--- src/rtl/serial_twos_comp_array_if.sv ---
// Bundle of serial data, framing and status signals between a bit-serial
// producer/consumer pair and the serial two's-complement array.
interface serial_twos_comp_array_if #(
    parameter int CH = 4
);
    logic [CH-1:0] i_bit;
    logic          i_valid;
    logic          i_sof;
    logic [1:0]    i_mode;
    logic [CH-1:0] o_bit;
    logic          o_valid;
    logic          o_sof;
    logic          o_eof;
    logic [CH-1:0] o_ovf;
    logic          o_frame_err;

    modport master (
        output i_bit, i_valid, i_sof, i_mode,
        input  o_bit, o_valid, o_sof, o_eof, o_ovf, o_frame_err
    );

    modport slave (
        input  i_bit, i_valid, i_sof, i_mode,
        output o_bit, o_valid, o_sof, o_eof, o_ovf, o_frame_err
    );
endinterface

--- src/rtl/serial_twos_comp_array.sv ---
// Multi-lane bit-serial two's-complement unit: buffers a full LSB-first word
// per lane, then re-emits it as pass, negate, abs or saturating negate.
module serial_twos_comp_array #(
    parameter int WIDTH = 8,
    parameter int CH    = 4
) (
    input  logic                    t_clk,
    input  logic                    r,
    serial_twos_comp_array_if.slave bus
);
    localparam int CW = $clog2(WIDTH);
    localparam logic [CW-1:0]    LAST    = CW'(WIDTH - 1);
    localparam logic [WIDTH-1:0] MIN_NEG = {1'b1, {(WIDTH-1){1'b0}}};
    localparam logic [WIDTH-1:0] MAX_POS = {1'b0, {(WIDTH-1){1'b1}}};

    typedef enum logic [0:0] {
        S_IDLE    = 1'b0,
        S_COLLECT = 1'b1
    } state_t;

    state_t r_state;
    state_t w_state_nx;
    logic   w_start;
    logic   w_store;
    logic   w_load;
    logic   w_frame_err;

    // Input stage: shared counter and mode; the MSB is never buffered, it
    // goes straight from the input pin into the output stage on load.
    logic [CW-1:0]             r_cnt;
    logic [1:0]                r_mode;
    logic [CH-1:0][WIDTH-2:0]  r_buf;

    logic [CH-1:0][WIDTH-1:0]  w_word;
    logic [CH-1:0][WIDTH-1:0]  w_ld_data;
    logic [CH-1:0]             w_ld_inv;
    logic [CH-1:0]             w_ld_ovf;

    // Output stage: bit 0 leaves on the load edge, so only WIDTH-1 bits remain.
    logic [CH-1:0][WIDTH-2:0]  r_sh;
    logic [CH-1:0]             r_inv;
    logic [CH-1:0]             r_seen;
    logic [CH-1:0]             r_ovf;
    logic [CW-1:0]             r_left;

    logic [CH-1:0]             r_obit;
    logic [CH-1:0]             r_oovf;
    logic                      r_ovalid;
    logic                      r_osof;
    logic                      r_oeof;
    logic                      r_ferr;

    // Input framing state register
    always_ff @(posedge t_clk) begin
        if (r) begin
            r_state <= S_IDLE;
        end else begin
            r_state <= w_state_nx;
        end
    end

    // Input framing next-state: start, store, load and framing-error decode
    always_comb begin
        w_state_nx  = r_state;
        w_start     = 1'b0;
        w_store     = 1'b0;
        w_load      = 1'b0;
        w_frame_err = 1'b0;
        if (bus.i_valid) begin
            if (bus.i_sof) begin
                w_start     = 1'b1;
                w_frame_err = (r_state == S_COLLECT);
                w_state_nx  = S_COLLECT;
            end else begin
                case (r_state)
                    S_IDLE: begin
                        w_frame_err = 1'b1;
                    end
                    S_COLLECT: begin
                        if (r_cnt == LAST) begin
                            w_load     = 1'b1;
                            w_state_nx = S_IDLE;
                        end else begin
                            w_store = 1'b1;
                        end
                    end
                    default: begin
                        w_state_nx = S_IDLE;
                    end
                endcase
            end
        end else begin
            w_state_nx = r_state;
        end
    end

    // Input collect registers, bit counter and latched mode
    always_ff @(posedge t_clk) begin
        if (r) begin
            r_cnt  <= '0;
            r_mode <= 2'b00;
            r_buf  <= '0;
        end else if (w_start) begin
            r_cnt  <= CW'(1);
            r_mode <= bus.i_mode;
            for (int l = 0; l < CH; l++) begin
                r_buf[l][0] <= bus.i_bit[l];
            end
        end else if (w_store) begin
            r_cnt <= r_cnt + CW'(1);
            for (int l = 0; l < CH; l++) begin
                r_buf[l][r_cnt] <= bus.i_bit[l];
            end
        end else if (w_load) begin
            r_cnt <= '0;
        end else begin
            r_cnt <= r_cnt;
        end
    end

    // Per-lane load values: saturation replaces the word by max positive
    always_comb begin
        w_word    = '0;
        w_ld_data = '0;
        w_ld_inv  = '0;
        w_ld_ovf  = '0;
        for (int l = 0; l < CH; l++) begin
            w_word[l]    = {bus.i_bit[l], r_buf[l]};
            w_ld_ovf[l]  = (w_word[l] == MIN_NEG) && (r_mode != 2'b00);
            w_ld_data[l] = w_word[l];
            case (r_mode)
                2'b00: w_ld_inv[l] = 1'b0;
                2'b01: w_ld_inv[l] = 1'b1;
                2'b10: w_ld_inv[l] = w_word[l][WIDTH-1];
                2'b11: begin
                    if (w_ld_ovf[l]) begin
                        w_ld_data[l] = MAX_POS;
                        w_ld_inv[l]  = 1'b0;
                    end else begin
                        w_ld_inv[l]  = 1'b1;
                    end
                end
                default: w_ld_inv[l] = 1'b0;
            endcase
        end
    end

    // Output shifter: invert every bit above the first emitted 1 when inv is set
    always_ff @(posedge t_clk) begin
        if (r) begin
            r_sh     <= '0;
            r_inv    <= '0;
            r_seen   <= '0;
            r_ovf    <= '0;
            r_left   <= '0;
            r_obit   <= '0;
            r_oovf   <= '0;
            r_ovalid <= 1'b0;
            r_osof   <= 1'b0;
            r_oeof   <= 1'b0;
        end else if (w_load) begin
            for (int l = 0; l < CH; l++) begin
                r_sh[l]   <= w_ld_data[l][WIDTH-1:1];
                r_inv[l]  <= w_ld_inv[l];
                r_seen[l] <= w_ld_data[l][0];
                r_ovf[l]  <= w_ld_ovf[l];
                r_obit[l] <= w_ld_data[l][0];
            end
            r_left   <= LAST;
            r_oovf   <= '0;
            r_ovalid <= 1'b1;
            r_osof   <= 1'b1;
            r_oeof   <= 1'b0;
        end else if (r_left != '0) begin
            for (int l = 0; l < CH; l++) begin
                r_obit[l] <= r_sh[l][0] ^ (r_inv[l] & r_seen[l]);
                r_seen[l] <= r_seen[l] | r_sh[l][0];
                r_sh[l]   <= r_sh[l] >> 1;
            end
            r_left   <= r_left - CW'(1);
            r_ovalid <= 1'b1;
            r_osof   <= 1'b0;
            r_oeof   <= (r_left == CW'(1));
            r_oovf   <= (r_left == CW'(1)) ? r_ovf : '0;
        end else begin
            r_obit   <= '0;
            r_oovf   <= '0;
            r_ovalid <= 1'b0;
            r_osof   <= 1'b0;
            r_oeof   <= 1'b0;
        end
    end

    // Framing error pulse, one cycle after the offending beat
    always_ff @(posedge t_clk) begin
        if (r) begin
            r_ferr <= 1'b0;
        end else begin
            r_ferr <= w_frame_err;
        end
    end

    assign bus.o_bit       = r_obit;
    assign bus.o_valid     = r_ovalid;
    assign bus.o_sof       = r_osof;
    assign bus.o_eof       = r_oeof;
    assign bus.o_ovf       = r_oovf;
    assign bus.o_frame_err = r_ferr;
endmodule

--- src/flat_wrapper.sv ---
// flat-port wrapper written by rule: the top's interface ports become plain ports
module serial_twos_comp_array_flat 
#(
    parameter int WIDTH = 8,
    parameter int CH    = 4
)
  (t_clk, r, bus_i_bit, bus_i_valid, bus_i_sof, bus_i_mode, bus_o_bit, bus_o_valid, bus_o_sof, bus_o_eof, bus_o_ovf, bus_o_frame_err);
  serial_twos_comp_array_if #(.CH(CH)) bus_i ();
  input  logic t_clk;
  input  logic r;
  input wire logic [$bits(bus_i.i_bit)-1:0] bus_i_bit;
  input wire logic [$bits(bus_i.i_valid)-1:0] bus_i_valid;
  input wire logic [$bits(bus_i.i_sof)-1:0] bus_i_sof;
  input wire logic [$bits(bus_i.i_mode)-1:0] bus_i_mode;
  output wire logic [$bits(bus_i.o_bit)-1:0] bus_o_bit;
  output wire logic [$bits(bus_i.o_valid)-1:0] bus_o_valid;
  output wire logic [$bits(bus_i.o_sof)-1:0] bus_o_sof;
  output wire logic [$bits(bus_i.o_eof)-1:0] bus_o_eof;
  output wire logic [$bits(bus_i.o_ovf)-1:0] bus_o_ovf;
  output wire logic [$bits(bus_i.o_frame_err)-1:0] bus_o_frame_err;
  assign bus_i.i_bit = bus_i_bit;
  assign bus_i.i_valid = bus_i_valid;
  assign bus_i.i_sof = bus_i_sof;
  assign bus_i.i_mode = bus_i_mode;
  assign bus_o_bit = bus_i.o_bit;
  assign bus_o_valid = bus_i.o_valid;
  assign bus_o_sof = bus_i.o_sof;
  assign bus_o_eof = bus_i.o_eof;
  assign bus_o_ovf = bus_i.o_ovf;
  assign bus_o_frame_err = bus_i.o_frame_err;
  serial_twos_comp_array #(.WIDTH(WIDTH), .CH(CH)) u_core (.t_clk(t_clk), .r(r), .bus(bus_i));
endmodule
--- config.mk ---
export PLATFORM = sky130hd
export DESIGN_NAME = serial_twos_comp_array_flat
export DESIGN_NICKNAME = d
export VERILOG_FILES = /design/src/rtl/serial_twos_comp_array_if.sv /design/src/rtl/serial_twos_comp_array.sv /design/src/flat_wrapper.sv
export SDC_FILE = /design/constraint.sdc
export NUM_CORES = 1
export LEC_CHECK = 0
export BUFFER_PORTS_ARGS = -buffer_cell sky130_fd_sc_hd__buf_2
export CAP_MARGIN = 20
export CORE_MARGIN = 2
export CORE_UTILIZATION = 65
export DETAILED_ROUTE_END_ITERATION = 12
export PLACE_DENSITY_LB_ADDON = 0.25
export SYNTH_ARGS = -nofsm -noshare
export SYNTH_HDL_FRONTEND = slang
export SYNTH_SLANG_ARGS = --single-unit
--- constraint.sdc ---
create_clock -name t_clk -period 3.4 [get_ports t_clk]
set_input_delay 0.17 -clock t_clk [delete_from_list [all_inputs] [get_ports t_clk]]
set_output_delay 0.17 -clock t_clk [all_outputs]
set_load 0.02 [all_outputs]
-- Word-level counts from Yosys, hierarchy flattened
Index checks and enable logic that the tools add are counted.
- register bits: 89
- bits of input ports: 10
- logic and storage cells: 126
- $add $sub $neg: 2
- $lt $le $gt $ge: 2
- equal/unequal tests: 9
- muxes and demuxes: 54
- bitwise operators: 16
- reductions and logical operators: 17
- operators by type and width (cell ; number):
    $mux W8 ; 8
    $mux W28 ; 2
    $eq A8 B8 Y1 const B ; 4
    $bwmux W7 ; 4
    $mux W1 ; 26
    $mux W22 ; 1
    $mux W4 ; 4
    $pmux W1 S4 ; 4
    $mux W3 ; 4
    $reduce_bool A2 Y1 ; 4
    $reduce_bool A3 Y1 ; 2
    $logic_and A1 B1 Y1 ; 5
    $and A1 B1 Y1 ; 4
    $eq A2 B2 Y1 const B ; 2
    $lt A3 B4 Y1 const B ; 1
    $not A1 Y1 ; 4
    $or A1 B1 Y1 ; 4
    $reduce_or A2 Y1 ; 2
    $reduce_or A4 Y1 ; 1
    $xor A1 B1 Y1 ; 4
    $add A3 B1 Y3 const B ; 1
    $demux W1 S3 ; 1
    $eq A3 B1 Y1 const B ; 1
    $eq A3 B3 Y1 const B ; 1
    6 further kinds ; 6

-- Depth between registers and ports, before layout
- depth in word-level cells: 8
- mapped depth: 7

-- Worst setup path before layout
No wires, ideal clock.
- kind: register -> register
- from: register u_core.r_cnt[0]
- to: register u_core.r_buf[12] in the netlist's numbering
- library setup time: 72 ps
- arrival time: 1623 ps
- setup slack: 1705 ps
- stages on the path, launching flop included: 7
- buffers on the path: 1
- clock period less this slack: 1695 ps
- cells stage by stage: dfxtp_1 > ha_1 > ha_1 > nor3b_4 > and4_1 > buf_2 > mux2i_1
- longest elaborated chain between the ends: 6
- elaborated cells between the ends (all ways): 12
- those cells by class: order compare: 2; eq/ne: 1; mux: 7; reduce/logical: 2
- RTL lines (what ; RTL line ; source):
    start, declared ; serial_twos_comp_array.sv:30 ; logic [CW-1:0] r_cnt;
    start signal, assigned ; serial_twos_comp_array.sv:110 ; r_cnt <= r_cnt + CW'(1);
    start signal, assigned ; serial_twos_comp_array.sv:117 ; r_cnt <= r_cnt;
    parallel branches: the longest is 6 deep, another holds $lt A3 B4 Y1 ; n/a ;
    end signal, assigned by index ; serial_twos_comp_array.sv:107 ; r_buf[l][0] <= bus.i_bit[l];
    end signal, assigned by index ; serial_twos_comp_array.sv:112 ; r_buf[l][r_cnt] <= bus.i_bit[l];
    end, declared ; serial_twos_comp_array.sv:32 ; logic [CH-1:0][WIDTH-2:0] r_buf;
Several ways; the timed one is not identified.
A chain may end at the register's enable or synchronous reset.

-- Worst setup path after layout
- from: register u_core.r_cnt[0]
- to: register u_core.r_sh[11] in the netlist's numbering
- longest elaborated chain between the ends: 6
- elaborated cells between the ends (all ways): 7
- those cells by class: eq/ne: 1; mux: 5; reduce/logical: 1
- RTL lines (what ; RTL line ; source):
    $eq A3 B3 Y1 * ; serial_twos_comp_array.sv:80 ; if (r_cnt == LAST) begin
    $mux W1 * ; serial_twos_comp_array.sv:80 ;
    $mux W1 * ; serial_twos_comp_array.sv:75 ; case (r_state)
    $mux W1 * ; serial_twos_comp_array.sv:70 ; if (bus.i_sof) begin
    $mux W1 * ; serial_twos_comp_array.sv:69 ; if (bus.i_valid) begin
    $mux W28 / $reduce_bool A2 Y1 (equally long branches) ; n/a ;
    end signal, assigned by index ; serial_twos_comp_array.sv:163 ; r_sh[l] <= w_ld_data[l][WIDTH-1:1];
    end signal, assigned by index ; serial_twos_comp_array.sv:178 ; r_sh[l] <= r_sh[l] >> 1;
    end, declared ; serial_twos_comp_array.sv:40 ; logic [CH-1:0][WIDTH-2:0] r_sh;
Every way passes the cells marked *; elsewhere a longest branch is shown, timed or not.

==> metrics.txt <==
status=finished clean; hold path startpoint=bus_i_mode[1]; vias in the first global route=2650; CTS tree=done; min cycle time layout=2.342 ns; final worst setup slack=1.058 ns; # rows=28; unrepaired setup endpoints after global routing=no; Routed wire per std cell=17.25 um; xor/xnor share of the synthesized area=0.01351; Vias per Instance=6.229; Synth Flop Type=dfxtp_1; final setup violation count=0; Slew @ Worst Pin=0.7529 ns; maximum capacitance violations=0; largest family of logic cells by synthesized area=simple AND/OR/NAND/NOR gates; Clock transition at path regs=0.09 ns; complex-gate fraction of the synthesized area=0.1284; Clock Tree Buf Depth=2; power density over cell area=545.6 nW/um^2; Fin Clk Skew=0.007526 ns; largest net degree at the start of global routing=50; Seq/Total Area, Yosys=0.4582; clk_lat worst skew=0.36 ns; Worst slew margin=0.4973; area share of the largest cell type after synthesis=0.4582; Net Count, Synth=408; total number of yosys warnings=0; Congestion Overflow GR=0; min-delay worst type=in2reg; arrival time worst endpoint=2.61 ns; GRT Total Usage=0.2703; fraction of synthesized area in multiplexers=0.1364; fin crit share=0.6888; EDFF count, synth=0; H-tree depth=3; most frequent cells in the layout=89 x dfxtp_1, 53 x mux2i_1, 46 x nand2_1; Hold-fix buffers, CTS=0; Seq cells post-synth=89; Routed Antenna Nets=0; top cells by area, synth=dfxtp_1 46%, mux2i_1 14%, a221oi_1 6.3%; diodes inserted=0; P&R area growth vs syn=6.467%; Synth area leader=dfxtp_1; Power, Total=2.259 mW; drt pass-1 iters=6; commonest non-fill, non-tap cell in the layout=dfxtp_1; Initial Util=0.6647; reg2reg start=u_core.r_cnt[0]$_SDFFE_PP0P_; first-pass GRT wire length=13350 um; Post-synth ARST share=0; Netlist Area Pre-Place=3889 um^2; clock sink total=89; hold violation count in the final report=0; Port Buffer Count=21; Netlist cell types=37; Worst setup SP type=register; Peak Freq=427.0 MHz; die width=81.35 um; Worst R2R Setup Slack=1.06 ns; Die ar.=6617 um^2; Setup crit end kind=register; core area=5851 um^2; routed vias=2965; final core occ=0.7077; setup slack at placement=1.094 ns; post-synthesis cell count=393; leakage power=1.782 nW; Adder-Cell Fraction of Synth Area=0.01609; PostCTS Resize Cnt=0; DR iter-0 viols=234; worst setup path startpoint=u_core.r_cnt[0]$_SDFFE_PP0P_; final WL=8212 um; Crit Path Max Fanout=43; critical path class=reg2reg; maximum VDD drop=0.0005454 V; Die Y=81.35 um; Root Driver=clkbuf_8; postcts setup bufs=0; nets@finish=411; fraction of layout cells with a size suffix above 1=0.1446; DP HPWL=5425 um; gp weighted congestion=0.8011; Worst Hold Margin=0.05982 ns; initial antenna violation count=0; setup total negative slack=0 ns; DR DRC count=0; simple-gate share of the synthesized area=0.1969; Req. time, crit path=3.66 ns; Mapped Avg Cell Area=9.895 um^2; boundary pin count=22; fin. max-slew vios=0; TritonCTS Buffers=9
==> synthesized netlist by cell type, types with 5 or more instances <==
library cell / n
buf_4: 7
dfxtp_1: 89
nand2_1: 46
nand3_1: 9
a21oi_1: 21
a221oi_1: 28
nand2b_1: 5
mux2i_1: 53
a32o_1: 8
buf_2: 7
clkbuf_1: 11
ha_1: 5
nor2_1: 37
nand4_1: 9
==> report_power, final <==
| group | switching (mW) | total, mW | internal, mW | leakage [nW] |
|---|---|---|---|---|
| Clock | 0.374 | 0.734 | 0.360 | 0.0985 |
| Sequential | 0.0247 | 1.09 | 1.07 | 0.719 |
| Combinational | 0.261 | 0.430 | 0.168 | 0.965 |
| Total | 0.660 | 2.26 | 1.60 | 1.78 |
==> worst max-delay path: stages (launching register included) <==
cell	delay, ns
dfxtp_1	0.43
ha_1	0.19
ha_1	0.34
nand4b_4	0.53
buf_4	0.45
a221oi_1	0.31
==> layer usage <==
metal	share of wire	vias to the layer above	track usage
li1	-	1440	-
met1	0.45	1418	0.3716
met2	0.47	95	0.4148
met3	0.057	12	0.05778
met4	0.017	0	0.1068
met5	0	-	0
==> worst paths after layout <==
kind,cells past startpoint,end
min reg2reg,2,u_core.r_ovf[3]$_SDFFE_PP0P_
max,5,u_core.r_sh[11]$_SDFFE_PP0P_
max reg2reg,5,u_core.r_sh[11]$_SDFFE_PP0P_
min,3,u_core.r_mode[1]$_SDFFE_PP0P_
==> metrics by stage <==
step                instances  cell area (um^2)
detailed placement        460              3935
global route              476              4140
finish                    476              4140
global placement          460              3935
floorplan                 393              3889
CTS                       476              4140
==> area by class of cell <==
cell class,count,area (um^2)
fill,441,1710
sequential,89,1782
inverter,5,18.77
multi-input combinational,267,1913
clock inverter,6,67.56
tap,75,93.84
timing repair buffer,24,127.6
clock buffer,10,137.6
==> cell families after synthesis <==
kind of cell,count (synthesis)
xor gates and xnor gates,6
and+or+nand+nor,138
muxes,53
adders and majority gates,5
buffers and inverters,37
DFF,89
AOI/OAI and AO/OA,65
==> flip-flops by register name, indices dropped and copies added (netlist names) <==
name / flops
u_core.bus.o_valid: 1
u_core.r_left: 3
u_core.r_mode: 2
u_core.bus.o_ovf: 4
u_core.r_state: 1
u_core.bus.o_eof: 1
u_core.r_buf: 28
u_core.bus.o_bit: 4
u_core.r_inv: 4
u_core.r_ovf: 4
u_core.r_sh: 28
u_core.bus.o_frame_err: 1
u_core.r_seen: 4
u_core.bus.o_sof: 1
u_core.r_cnt: 3
Power figures use the tool's default switching activity.
